`src/rtl/mem_access.sv`:
```
// Memory-access stage: turns ALU load/store requests into a data-memory
// req/gnt/rvalid handshake and produces one registered write-back beat.
module mem_access #(
    parameter int cDataWidth    = 32,
    parameter int cRegAddrWidth = 5,
    parameter int cTimeout      = 15
) (
    input  logic                     iClk,
    input  logic                     iRst,
    input  logic                     iMemRead,
    input  logic                     iMemWrite,
    input  logic [cDataWidth-1:0]    iMemAddr,
    input  logic [cDataWidth-1:0]    iMemData,
    input  logic [2:0]               iMemOpType,
    input  logic [cRegAddrWidth-1:0] iRdAddr,
    input  logic                     iRegDv,
    input  logic [cRegAddrWidth-1:0] iRegAddr,
    input  logic [cDataWidth-1:0]    iRegData,
    output logic                     oStall,
    output logic                     oDmemReq,
    output logic                     oDmemWe,
    output logic [cDataWidth-1:0]    oDmemAddr,
    output logic [cDataWidth-1:0]    oDmemWdata,
    output logic [3:0]               oDmemBe,
    input  logic                     iDmemGnt,
    input  logic                     iDmemRvalid,
    input  logic [cDataWidth-1:0]    iDmemRdata,
    output logic                     oWbDv,
    output logic [cRegAddrWidth-1:0] oWbAddr,
    output logic [cDataWidth-1:0]    oWbData,
    output logic                     oMisalign,
    output logic                     oIllegal,
    output logic                     oBusErr
);

    typedef enum logic [1:0] {IDLE = 2'd0, REQ = 2'd1, WAIT_RD = 2'd2} stateT;

    localparam int cCntWidth = $clog2(cTimeout + 1);

    stateT                     state;
    stateT                     nextState;
    logic [cCntWidth-1:0]      waitCnt;
    logic [2:0]                opTypeQ;
    logic [1:0]                addrLowQ;
    logic [cRegAddrWidth-1:0]  rdAddrQ;
    logic                      reqBoth;
    logic                      reqAny;
    logic                      opLegal;
    logic                      misaligned;
    logic                      accept;
    logic                      timeout;
    logic [3:0]                storeBe;
    logic [cDataWidth-1:0]     storeWdata;
    logic [cDataWidth-1:0]     laneData;
    logic [cDataWidth-1:0]     loadData;

    // Request decode; only meaningful while IDLE, when inputs are sampled.
    always_comb begin
        reqBoth = iMemRead & iMemWrite;
        reqAny  = iMemRead | iMemWrite;
        opLegal = 1'b0;
        if (iMemRead) begin
            case (iMemOpType)
                3'b000, 3'b001, 3'b010, 3'b100, 3'b101: opLegal = 1'b1;
                default:                                opLegal = 1'b0;
            endcase
        end else if (iMemWrite) begin
            case (iMemOpType)
                3'b000, 3'b001, 3'b010: opLegal = 1'b1;
                default:                opLegal = 1'b0;
            endcase
        end
        misaligned = ((iMemOpType[1:0] == 2'b01) && iMemAddr[0]) ||
                     ((iMemOpType[1:0] == 2'b10) && (iMemAddr[1:0] != 2'b00));
        accept     = reqAny & ~reqBoth & opLegal & ~misaligned;
        storeBe    = 4'hF;
        storeWdata = iMemData;
        case (iMemOpType[1:0])
            2'b00: begin
                storeBe    = 4'b0001 << iMemAddr[1:0];
                storeWdata = {4{iMemData[7:0]}};
            end
            2'b01: begin
                storeBe    = 4'b0011 << iMemAddr[1:0];
                storeWdata = {2{iMemData[15:0]}};
            end
            default: ;
        endcase
        if (iMemRead) begin
            storeBe = 4'hF;
        end
    end

    always_ff @(posedge iClk or posedge iRst) begin
        if (iRst) begin
            state <= IDLE;
        end else begin
            state <= nextState;
        end
    end

    always_comb begin
        nextState = state;
        timeout   = (waitCnt == cCntWidth'(cTimeout - 1));
        case (state)
            IDLE: begin
                if (accept) nextState = REQ;
            end
            REQ: begin
                if (iDmemGnt)     nextState = oDmemWe ? IDLE : WAIT_RD;
                else if (timeout) nextState = IDLE;
            end
            WAIT_RD: begin
                if (iDmemRvalid || timeout) nextState = IDLE;
            end
            default: nextState = IDLE;
        endcase
    end

    // Lane select and sign/zero extension of the returned read word.
    always_comb begin
        oStall   = (state != IDLE);
        oDmemReq = (state == REQ);
        laneData = iDmemRdata >> {addrLowQ, 3'b000};
        case (opTypeQ)
            3'b000:  loadData = {{24{laneData[7]}}, laneData[7:0]};
            3'b001:  loadData = {{16{laneData[15]}}, laneData[15:0]};
            3'b100:  loadData = {24'd0, laneData[7:0]};
            3'b101:  loadData = {16'd0, laneData[15:0]};
            default: loadData = iDmemRdata;
        endcase
    end

    // Wait counter restarts whenever a new state is entered.
    always_ff @(posedge iClk or posedge iRst) begin
        if (iRst) begin
            waitCnt <= '0;
        end else if (nextState != state) begin
            waitCnt <= '0;
        end else if (state != IDLE) begin
            waitCnt <= waitCnt + cCntWidth'(1);
        end
    end

    always_ff @(posedge iClk or posedge iRst) begin
        if (iRst) begin
            oDmemWe    <= 1'b0;
            oDmemAddr  <= '0;
            oDmemWdata <= '0;
            oDmemBe    <= 4'h0;
            opTypeQ    <= 3'b000;
            addrLowQ   <= 2'b00;
            rdAddrQ    <= '0;
            oWbDv      <= 1'b0;
            oWbAddr    <= '0;
            oWbData    <= '0;
            oMisalign  <= 1'b0;
            oIllegal   <= 1'b0;
            oBusErr    <= 1'b0;
        end else begin
            oWbDv     <= 1'b0;
            oMisalign <= 1'b0;
            oIllegal  <= 1'b0;
            oBusErr   <= 1'b0;
            case (state)
                IDLE: begin
                    if (reqBoth || (reqAny && !opLegal)) begin
                        oIllegal <= 1'b1;
                    end else if (reqAny && misaligned) begin
                        oMisalign <= 1'b1;
                    end else if (reqAny) begin
                        oDmemWe    <= iMemWrite;
                        oDmemAddr  <= {iMemAddr[cDataWidth-1:2], 2'b00};
                        oDmemWdata <= iMemWrite ? storeWdata : '0;
                        oDmemBe    <= storeBe;
                        opTypeQ    <= iMemOpType;
                        addrLowQ   <= iMemAddr[1:0];
                        rdAddrQ    <= iRdAddr;
                    end else if (iRegDv) begin
                        oWbDv   <= 1'b1;
                        oWbAddr <= iRegAddr;
                        oWbData <= iRegData;
                    end
                end
                REQ: begin
                    if (!iDmemGnt && timeout) oBusErr <= 1'b1;
                end
                WAIT_RD: begin
                    if (iDmemRvalid) begin
                        if (rdAddrQ != '0) begin
                            oWbDv   <= 1'b1;
                            oWbAddr <= rdAddrQ;
                            oWbData <= loadData;
                        end
                    end else if (timeout) begin
                        oBusErr <= 1'b1;
                    end
                end
                default: ;
            endcase
        end
    end

endmodule

```
`config.mk`:
```
export PLATFORM = sky130hd
export DESIGN_NAME = mem_access
export DESIGN_NICKNAME = d
export VERILOG_FILES = /design/src/rtl/mem_access.sv
export SDC_FILE = /design/constraint.sdc
export NUM_CORES = 1
export LEC_CHECK = 0
export ABC_CLOCK_PERIOD_IN_PS = 4630
export CELL_PAD_IN_SITES_DETAIL_PLACEMENT = 0
export CELL_PAD_IN_SITES_GLOBAL_PLACEMENT = 2
export CORE_UTILIZATION = 27
export CTS_BUF_LIST = sky130_fd_sc_hd__clkbuf_4 sky130_fd_sc_hd__clkbuf_8
export CTS_CLUSTER_SIZE = 40
export DETAILED_ROUTE_END_ITERATION = 7
export PLACE_DENSITY = 0.93
export SETUP_SLACK_MARGIN = 0.15
export SLEW_MARGIN = 10
export SYNTH_ARGS = -nofsm -noshare
export SYNTH_HDL_FRONTEND = slang
export SYNTH_SLANG_ARGS = --single-unit
```
`constraint.sdc`:
```
create_clock -name iClk -period 4.63 [get_ports iClk]
set_input_delay 0.6945 -clock iClk [delete_from_list [all_inputs] [get_ports iClk]]
set_output_delay 0.6945 -clock iClk [all_outputs]
set_load 0.02 [all_outputs]
```
==> metrics.cfg, run 1 <==
[status]
status=complete, no violations

[logic_synthesis]
synth-seq-cells=124
synth-main-ff-cell=dfrtp_1
ys_seq_area_share_pct=46.6
yosysTopAreaCellShare_pct=46.6
synth_cell_types=54
synth_top_area_cell=dfrtp_1
syn_area_um2=6660
synth_edf_count=0
synthTopCellsByArea=dfrtp_1 (47%), mux2_2 (8.5%), mux2i_1 (7.4%)
ys_top_cells_by_count=dfrtp_1 (124), nand2_1 (51), mux2_2 (50), mux2i_1 (49), o21ai_0 (46)
synth_most_common_cell=dfrtp_1
synth_cells=640
ys_async_sr_fraction_pct=100
yosysWarnings=0
postSynthAreaPerCell_um2=10.4

[cts]
numCtsBuffers=17
cts_max_level=4
cts.clk_slew.worst_paths_ns=0.08
cts_tree=yes
root_buffer=clkbuf_8
cts_sinks=124
worstSkewPairLatency_ns=0.44
cts_buffer_depth=2
cts_hold_buf=0
cts_setup_buffers=0
cts_resized=0

[route]
drt_first_pass_iters=5
routed_via_density=4.78
dr.first_iter.drc_count=417
wl_per_cell_um=17.6
wirelength_um=21400
num_vias=5814
drc_errors=0
ant_nets=0

[cells_and_area]
fin_nets=1036
drive_gt1_share_pct=13.7
area_growth_pct=49.8
antenna_cells=0

[worst_setup_path]
criticalPathCategory=reg2reg
r2r_end=oWbAddr[0]$_DFFE_PP0P_
cp_max_fo=22
reg2reg_from=state[0]$_DFF_PP0_
reg2reg_slack_ns=1.22
r2r_cells=6
arrival_ns=3.70
endpoint_kind=flop
start_kind=flop
crit_required_ns=4.92

[timing]
slew_headroom_pct=29.5
min_period_ns=3.41
rsz0062_at_grt=false
fmax_mhz=293
slew_viol_final=0
worst_pin_slew_ns=1.06
fin_tns_setup_ns=0
setup_viol=0
hold_viol_final=0
finClkSkew_ns=0.0143
fin_crit_sh_pct=73.7

[min_path]
hp-class=reg2reg
holdPathEnd=oDmemAddr[29]$_DFFE_PP0P_
worstHoldStart=oDmemAddr[29]$_DFFE_PP0P_
timing.hold.worst_path_depth=1

[place]
place.detailed.hpwl_um=15600
gp_congestion=0.786
port_buffers=257

[floorplanning]
start_util_pct=27.5
core_um2=24200
die-area_um2=25300
die_w_um=159
num_rows=57
die_h_um=159
num_io_pins=260

[grt]
overflow=0
grt_max_degree=87
grt_pass1_vias=5892
grt.total_usage_pct=17.0
grt_pass1_wl_um=33800
antenna_found_initial=0

[run]
max_cap_viol_count=0

[power_and_ir_drop]
power_density_nw_per_um2=632
ir_drop_uv=339
cellLeakagePower_nw=4.08
p_total_mw=6.31

-- per-stage QoR --
step / setup slack (ns) / utilization, % / hold slack [ns] / instances / instance area (µm²)
2_1_floorplan: 0.636 / - / 0.504 / 641 / 6670
3_3_place_gp: 1.05 / 39.1 / 0.490 / 1185 / 9480
3_5_place_dp: 0.996 / 39.1 / 0.493 / 1185 / 9480
4_1_cts: 1.15 / 41.2 / 0.513 / 1217 / 9980
5_1_grt: 0.928 / 41.2 / 0.527 / 1217 / 9980
6_report: 1.22 / 41.2 / 0.512 / 1217 / 9980
-- area by class of cell --
type                            count  area (µm²)
Inverter                           33         129
Fill cell                        2406       14300
Multi-Input combinational cell    433        3160
Clock buffer                       19         262
Tap cell                          324         405
Timing Repair Buffer              271        2690
Sequential cell                   124        3100
Clock inverter                     13         236
-- critical path, stage by stage, from the launching register on --
cell and delay [ns]:
dfrtp_1 0.47, inv_1 0.11, ha_1 0.64, buf_4 0.35, nand3_1 0.74, nand2_1 0.75, o21ai_0 0.19
-- per-layer routing --
layer | track usage (%) | routed length, µm
met5 | 0 | 0
met4 | 3.80 | 250
met3 | 5.78 | 1640
met2 | 26.9 | 10100
met1 | 22.3 | 9420
-- layout by cell type (no fill, tap or decap), types with 4 or more instances in the layout --
cell type	instances
bufinv_16	6
mux2_4	14
buf_4	13
o22ai_1	5
a31oi_1	30
nand2b_1	12
and3_1	4
clkbuf_8	19
nor2_1	32
mux2_2	50
nand3_1	6
o211ai_1	11
a21oi_1	35
o31ai_1	9
nand3b_1	12
dfrtp_1	124
a22oi_1	17
mux2i_1	49
inv_1	31
a211oi_1	4
clkdlybuf4s50_1	256
o21ai_0	46
nand2_1	51
ha_1	8
-- sequential cells by signal, indices dropped and copies added, names as in the netlist, 2 cells and up --
name        flops
addrLowQ        2
oDmemAddr      30
oDmemBe         4
oDmemWdata     32
oWbAddr         5
oWbData        32
opTypeQ         3
rdAddrQ         5
state           2
waitCnt         4
-- cell families (layout without fill, tap and decap cells) --
family	Yosys count	in the layout	synth area share (%)
flip-flops	124	124	46.6
buffers and inverters	84	336	6.07
multiplexers	114	114	19.3
adder cells (fa/ha/maj)	8	8	1.50
XOR/XNOR	3	3	0.394
other	1	2	0.0563
AND/OR/NAND/NOR	130	130	9.26
AO/OA/AOI/OAI	176	176	16.8
-- power breakdown --
part           total (mW)  internal [mW]  leakage [nW]  switching, mW
Clock                1.21          0.730         0.247          0.480
Sequential           1.99           1.60          1.50          0.390
Combinational        3.10           1.55          2.34           1.56
-- how the worst max path moves through the flow --
| stage | start | endpoint | cells after the start |
|---|---|---|---|
| 6_report | state[0]$_DFF_PP0_ | oWbAddr[0]$_DFFE_PP0P_ | 6 |
| 3_5_place_dp | iMemWrite | oDmemWdata[17]$_DFFE_PP0P_ | 9 |
| 5_1_grt | state[0]$_DFF_PP0_ | oWbAddr[2]$_DFFE_PP0P_ | 6 |
| 4_1_cts | state[0]$_DFF_PP0_ | oWbAddr[0]$_DFFE_PP0P_ | 6 |
| 2_1_floorplan | iRst | addrLowQ[0]$_DFFE_PP0P_ | 1 |
| 3_3_place_gp | iMemWrite | oDmemWdata[17]$_DFFE_PP0P_ | 9 |
Note: power is estimated with default switching activity, not from simulation.
==> run 2, diff against run 1 <==
--- a/config.mk
+++ b/config.mk
@@ -5,14 +5,14 @@
 export SDC_FILE = /design/constraint.sdc
 export NUM_CORES = 1
 export LEC_CHECK = 0
-export ABC_CLOCK_PERIOD_IN_PS = 4630
+export ABC_CLOCK_PERIOD_IN_PS = 3100
 export CELL_PAD_IN_SITES_DETAIL_PLACEMENT = 0
 export CELL_PAD_IN_SITES_GLOBAL_PLACEMENT = 2
-export CORE_UTILIZATION = 27
+export CORE_UTILIZATION = 24
 export CTS_BUF_LIST = sky130_fd_sc_hd__clkbuf_4 sky130_fd_sc_hd__clkbuf_8
 export CTS_CLUSTER_SIZE = 40
 export DETAILED_ROUTE_END_ITERATION = 7
-export PLACE_DENSITY = 0.93
+export PLACE_DENSITY = 0.88
 export SETUP_SLACK_MARGIN = 0.15
 export SLEW_MARGIN = 10
 export SYNTH_ARGS = -nofsm -noshare
==> constraint.sdc (replaced) <==
create_clock -name iClk -period 3.1 [get_ports iClk]
set_input_delay 0.465 -clock iClk [delete_from_list [all_inputs] [get_ports iClk]]
set_output_delay 0.465 -clock iClk [all_outputs]
set_load 0.02 [all_outputs]
==> run 2 against run 1 <==
  * Critical path depth shrank 2
  * Die area is 12% higher
  * Routed wire length grew 5.1%
  * Sequential share of layout area stayed put
  * Count of clock-buffer cells in the layout is 1 lower
  * Cell area did not move
  * Critical path type is now reg2out
==> metrics.cfg, run 2 (synthesis results as in run 1) <==
[floorplanning]
num_rows=60
start_util_pct=24.6
die_h_um=169
die-area_um2=28400
core_um2=27100
die_w_um=169
num_io_pins=260

[route]
num_vias=5876
wirelength_um=22500
wl_per_cell_um=17.7
drt_first_pass_iters=5
dr.first_iter.drc_count=428
ant_nets=0
drc_errors=0
routed_via_density=4.63

[worst_setup_path]
r2r_cells=7
cp_num_buf_inv=3
criticalPathCategory=reg2out
arrival_ns=2.26
cp_max_fo=11
start_kind=flop
crit_required_ns=2.63
cp.depth=4
slowest_delay_ns=0.65
critPathSlowestCell=clkdlybuf4s50_1
endpoint_kind=primary output
crit_chain=inv_1 > ha_1 > inv_2 > clkdlybuf4s50_1
crit_family=buffers and inverters

[timing]
fmax_mhz=368
hold_viol_final=0
slew_viol_final=0
fin_tns_setup_ns=0
fin_crit_sh_pct=87.8
worst_pin_slew_ns=0.744
min_period_ns=2.72
finClkSkew_ns=0.0129
slew_headroom_pct=49.8
rsz0062_at_grt=false
setup_viol=0

[cells_and_area]
reg_top3=oDmemWdata (32), oWbData (32), oDmemAddr (30)
fin_nets=1040
drive_gt1_share_pct=14.2
layout_common_cells=clkdlybuf4s50_1 (256), dfrtp_1 (124), nand2_1 (51)
antenna_cells=0
nFillCells=2720
final_common_cell=clkdlybuf4s50_1
area_growth_pct=49.8
design_area_um2=9980
multi_input_area_um2=3160
seqCellArea_um2=3100

[grt]
grt.total_usage_pct=15.8
grt_pass1_vias=6024
grt_max_degree=125
grt_pass1_wl_um=34600
overflow=0
antenna_found_initial=0

[place]
place.detailed.hpwl_um=16300
postPlaceCellArea_um2=9600
port_buffers=257
gp_congestion=0.763

[cts]
root_buffer=clkbuf_8
cts_max_level=4
cts_tree=yes
cts_resized=0
numCtsBuffers=17
cts_hold_buf=0
cts_sinks=124
cts_buffer_depth=2
worstSkewPairLatency_ns=0.44
cts_setup_buffers=0
cts.clk_slew.worst_paths_ns=0.08

[power_and_ir_drop]
cellLeakagePower_nw=4.05
ir_drop_uv=484
power_density_nw_per_um2=914

[min_path]
hp-class=in2reg
timing.hold.worst_path_depth=2

[status]
status=complete, no violations

[run]
max_cap_viol_count=0

## run 2: cell count changes in the layout (fill, tap and decap cells not counted), moves of 2 or more
| cell | delta |
|---|---|
| buf_12 | +2 |
| bufinv_16 | -5 |
| inv_6 | +3 |
| buf_4 | +2 |
| clkinvlp_4 | +3 |
## run 2: metrics by stage
stage               utilization (%)  instances  worst slack, ns  power (mW)  hold WS [ns]
finish                         36.8       1269            0.379        9.12         0.400
global route                   36.8       1269            0.193        9.68         0.378
CTS                            36.8       1269            0.242        9.23         0.359
detailed placement             35.4       1237            0.440        7.72         0.495
global placement               35.4       1237            0.503        7.68         0.490
floorplan                         -        641            0.732        5.51         0.504
## run 2: power breakdown
part / switching [mW] / internal, mW / total (mW)
logic: 2.40 / 2.33 / 4.73
registers: 0.546 / 2.40 / 2.94
clock network: 0.778 / 0.673 / 1.45
## run 2: worst reg2reg max path, stage by stage (launching register included)
cell     delay (ns)
dfrtp_1        0.49
inv_1          0.11
ha_1           0.20
buf_4          0.18
nand3_1        0.08
buf_4          0.28
nand2_1        0.38
o31ai_1        0.36
## run 2: worst paths after layout
| path | from | to | slack (ns) |
|---|---|---|---|
| max | state[0]$_DFF_PP0_ | oStall | 0.38 |
| min | iMemOpType[1] | opTypeQ[1]$_DFFE_PP0P_ | 0.40 |
| max reg2reg | state[0]$_DFF_PP0_ | oWbData[13]$_DFFE_PP0P_ | 0.92 |
| min reg2reg | oWbAddr[2]$_DFFE_PP0P_ | oWbAddr[2]$_DFFE_PP0P_ | 0.51 |
| max in group asynchronous | iRst | oDmemAddr[13]$_DFFE_PP0P_ | 2.03 |
| min in group asynchronous | iRst | oDmemAddr[31]$_DFFE_PP0P_ | 0.57 |
## run 2: metal layers
metal / global-route usage, % / wire (µm) / up-vias
met2: 24.6 / 10300 / 214
li1: - / - / 2788
met4: 4.62 / 370 / 0
met3: 5.68 / 1830 / 23
met1: 20.3 / 9990 / 2851
met5: 0 / 0 / -
## run 2: area by class of cell
type	instances	share of cell area, %
multi-input combinational	433	31.7
sequential	124	31.1
timing repair buffer	275	27.5
tap	372	4.66
clock buffer	18	2.48
clock inverter	14	1.37
inverter	33	1.28
==> run 3, diff against run 2 <==
--- a/config.mk
+++ b/config.mk
@@ -5,9 +5,9 @@
 export SDC_FILE = /design/constraint.sdc
 export NUM_CORES = 1
 export LEC_CHECK = 0
-export ABC_CLOCK_PERIOD_IN_PS = 3100
 export CELL_PAD_IN_SITES_DETAIL_PLACEMENT = 0
 export CELL_PAD_IN_SITES_GLOBAL_PLACEMENT = 2
+export CORE_MARGIN = 4
 export CORE_UTILIZATION = 24
 export CTS_BUF_LIST = sky130_fd_sc_hd__clkbuf_4 sky130_fd_sc_hd__clkbuf_8
 export CTS_CLUSTER_SIZE = 40
==> run 3 against run 2 <==
  * Clock power is 7% lower
  * Count of clock-buffer cells in the layout is 2 higher
  * Cell area is 0.15% lower
  * Combinational power hardly changed
  * Global-route usage is 0.96 points lower
  * Core utilization is 0.055 points lower
  * Sequential cell count stayed put
  * Hold slack better by 0.030 ns
  * Sequential share of layout area hardly changed
  * Largest power group unchanged
==> metrics.cfg, run 3 (synthesis results as in run 1) <==
[cts]
cts_hold_buf=0
cts_sinks=124
cts_tree=yes
cts_resized=0
cts.clk_slew.worst_paths_ns=0.08
cts_buffer_depth=2
cts_max_level=4
numCtsBuffers=17
worstSkewPairLatency_ns=0.43
cts_setup_buffers=0
root_buffer=clkbuf_8

[timing]
slew_viol_final=0
worst_pin_slew_ns=0.837
slew_headroom_pct=43.5
rsz0062_at_grt=false
fmax_mhz=370
setup_viol=0
min_period_ns=2.71
whs_ns=0.429
fin_tns_setup_ns=0
finClkSkew_ns=0.0114
hold_viol_final=0
fin_crit_sh_pct=87.3

[route]
num_vias=5920
ant_nets=0
drc_errors=0
dr.first_iter.drc_count=385
wl_per_cell_um=18.2
drt_first_pass_iters=5
routed_via_density=4.66
wirelength_um=23100

[worst_setup_path]
start_kind=flop
criticalPathCategory=reg2out
crit_required_ns=2.63
arrival_ns=2.24
endpoint_kind=primary output
cp_max_fo=11

[cells_and_area]
layout_common_cells=clkdlybuf4s50_1 (256), dfrtp_1 (124), nand2_1 (51)
nFillCells=2761
area_growth_pct=49.6
antenna_cells=0
drive_gt1_share_pct=14.3
fin_nets=1043
reg_top3=oDmemWdata (32), oWbData (32), oDmemAddr (30)
final_common_cell=clkdlybuf4s50_1

[grt]
antenna_found_initial=1
grt_pass1_wl_um=35800
overflow=0
grt_max_degree=125
grt_pass1_vias=6287
grt.total_usage_pct=14.8

[power_and_ir_drop]
power_switching_mw=3.66
swShare_pct=40.5
ir_drop_uv=443
power_density_nw_per_um2=908
cellLeakagePower_nw=4.04
combPwrFrac_pct=52.6
seqPwrFrac_pct=32.5
clockPowerShare_pct=14.9
internal_power_mw=5.39

[run]
max_cap_viol_count=0

[place]
gp_congestion=0.785
port_buffers=257
place.detailed.hpwl_um=17200

[floorplanning]
die-area_um2=30500
die_w_um=175
num_io_pins=260
core_um2=27100
start_util_pct=24.6
die_h_um=175
num_rows=60

[min_path]
hp-class=in2reg

[status]
status=complete, no violations

[run 3: cell count changes in the layout (fill, tap and decap cells not counted), sizes merged]
cell	previous run	this run
inv	37	31
buf	19	22
clkbuf	18	20
clkinv	5	6
clkinvlp	4	5
[run 3: worst max-delay path, cell delays in order, from the launching register on]
cell	delay (ns)
dfrtp_1	0.46
inv_1	0.13
ha_1	0.46
inv_2	0.17
clkdlybuf4s50_1	0.59
[run 3: stage by stage]
step | power (mW) | cell area [µm²] | util [%] | std cells | setup WS, ns
5_1_grt | 9.64 | 9970 | 36.8 | 1270 | 0.216
6_report | 9.05 | 9970 | 36.8 | 1270 | 0.394
2_1_floorplan | 5.51 | 6670 | - | 641 | 0.732
3_3_place_gp | 7.71 | 9610 | 35.5 | 1240 | 0.429
4_1_cts | 9.15 | 9970 | 36.8 | 1270 | 0.243
3_5_place_dp | 7.75 | 9610 | 35.5 | 1240 | 0.357
[run 3: final cells by class]
| cell class | instances | area [µm²] | area share, % |
|---|---|---|---|
| clock inverters | 10 | 96.3 | 0.967 |
| flip-flops and latches | 124 | 3100 | 31.1 |
| repair buffers | 278 | 2750 | 27.6 |
| inverters | 33 | 128 | 1.28 |
| multi-input cells | 433 | 3160 | 31.7 |
| clock buffers | 20 | 263 | 2.64 |
| well taps | 372 | 465 | 4.67 |
[run 3: power groups by stage]
stage,registers [mW],clock network [mW],logic (mW)
6_report,2.94,1.35,4.76
4_1_cts,2.96,1.39,4.80
3_5_place_dp,2.97,0,4.78
3_3_place_gp,2.96,0,4.75
2_1_floorplan,3.66,0,1.85
5_1_grt,3.06,1.47,5.10
[run 3: worst paths after layout]
path                                              from                         to  slack [ns]  depth (start not counted)
worst max-delay path                state[1]$_DFF_PP0_                     oStall        0.39                          4
worst min-delay path                     iMemOpType[1]     opTypeQ[1]$_DFFE_PP0P_        0.43                          2
worst max register to register      state[0]$_DFF_PP0_     oWbData[4]$_DFFE_PP0P_        0.77                          7
worst min register to register  oWbAddr[0]$_DFFE_PP0P_     oWbAddr[0]$_DFFE_PP0P_        0.51                          2
max in group asynchronous                         iRst     oWbData[1]$_DFFE_PP0P_        2.01                          3
min in group asynchronous                         iRst  oDmemAddr[31]$_DFFE_PP0P_        0.59                          3
[run 3: layer usage]
layer / track usage [%] / part of all wire, % / vias to the layer above / wire length [µm]
li1: - / - / 2783 / -
met1: 18.6 / 43 / 2904 / 9900
met2: 23.5 / 47 / 210 / 10800
met3: 6.27 / 8.8 / 21 / 2030
met4: 3.86 / 1.6 / 2 / 370
met5: 0 / 0.056 / - / 13
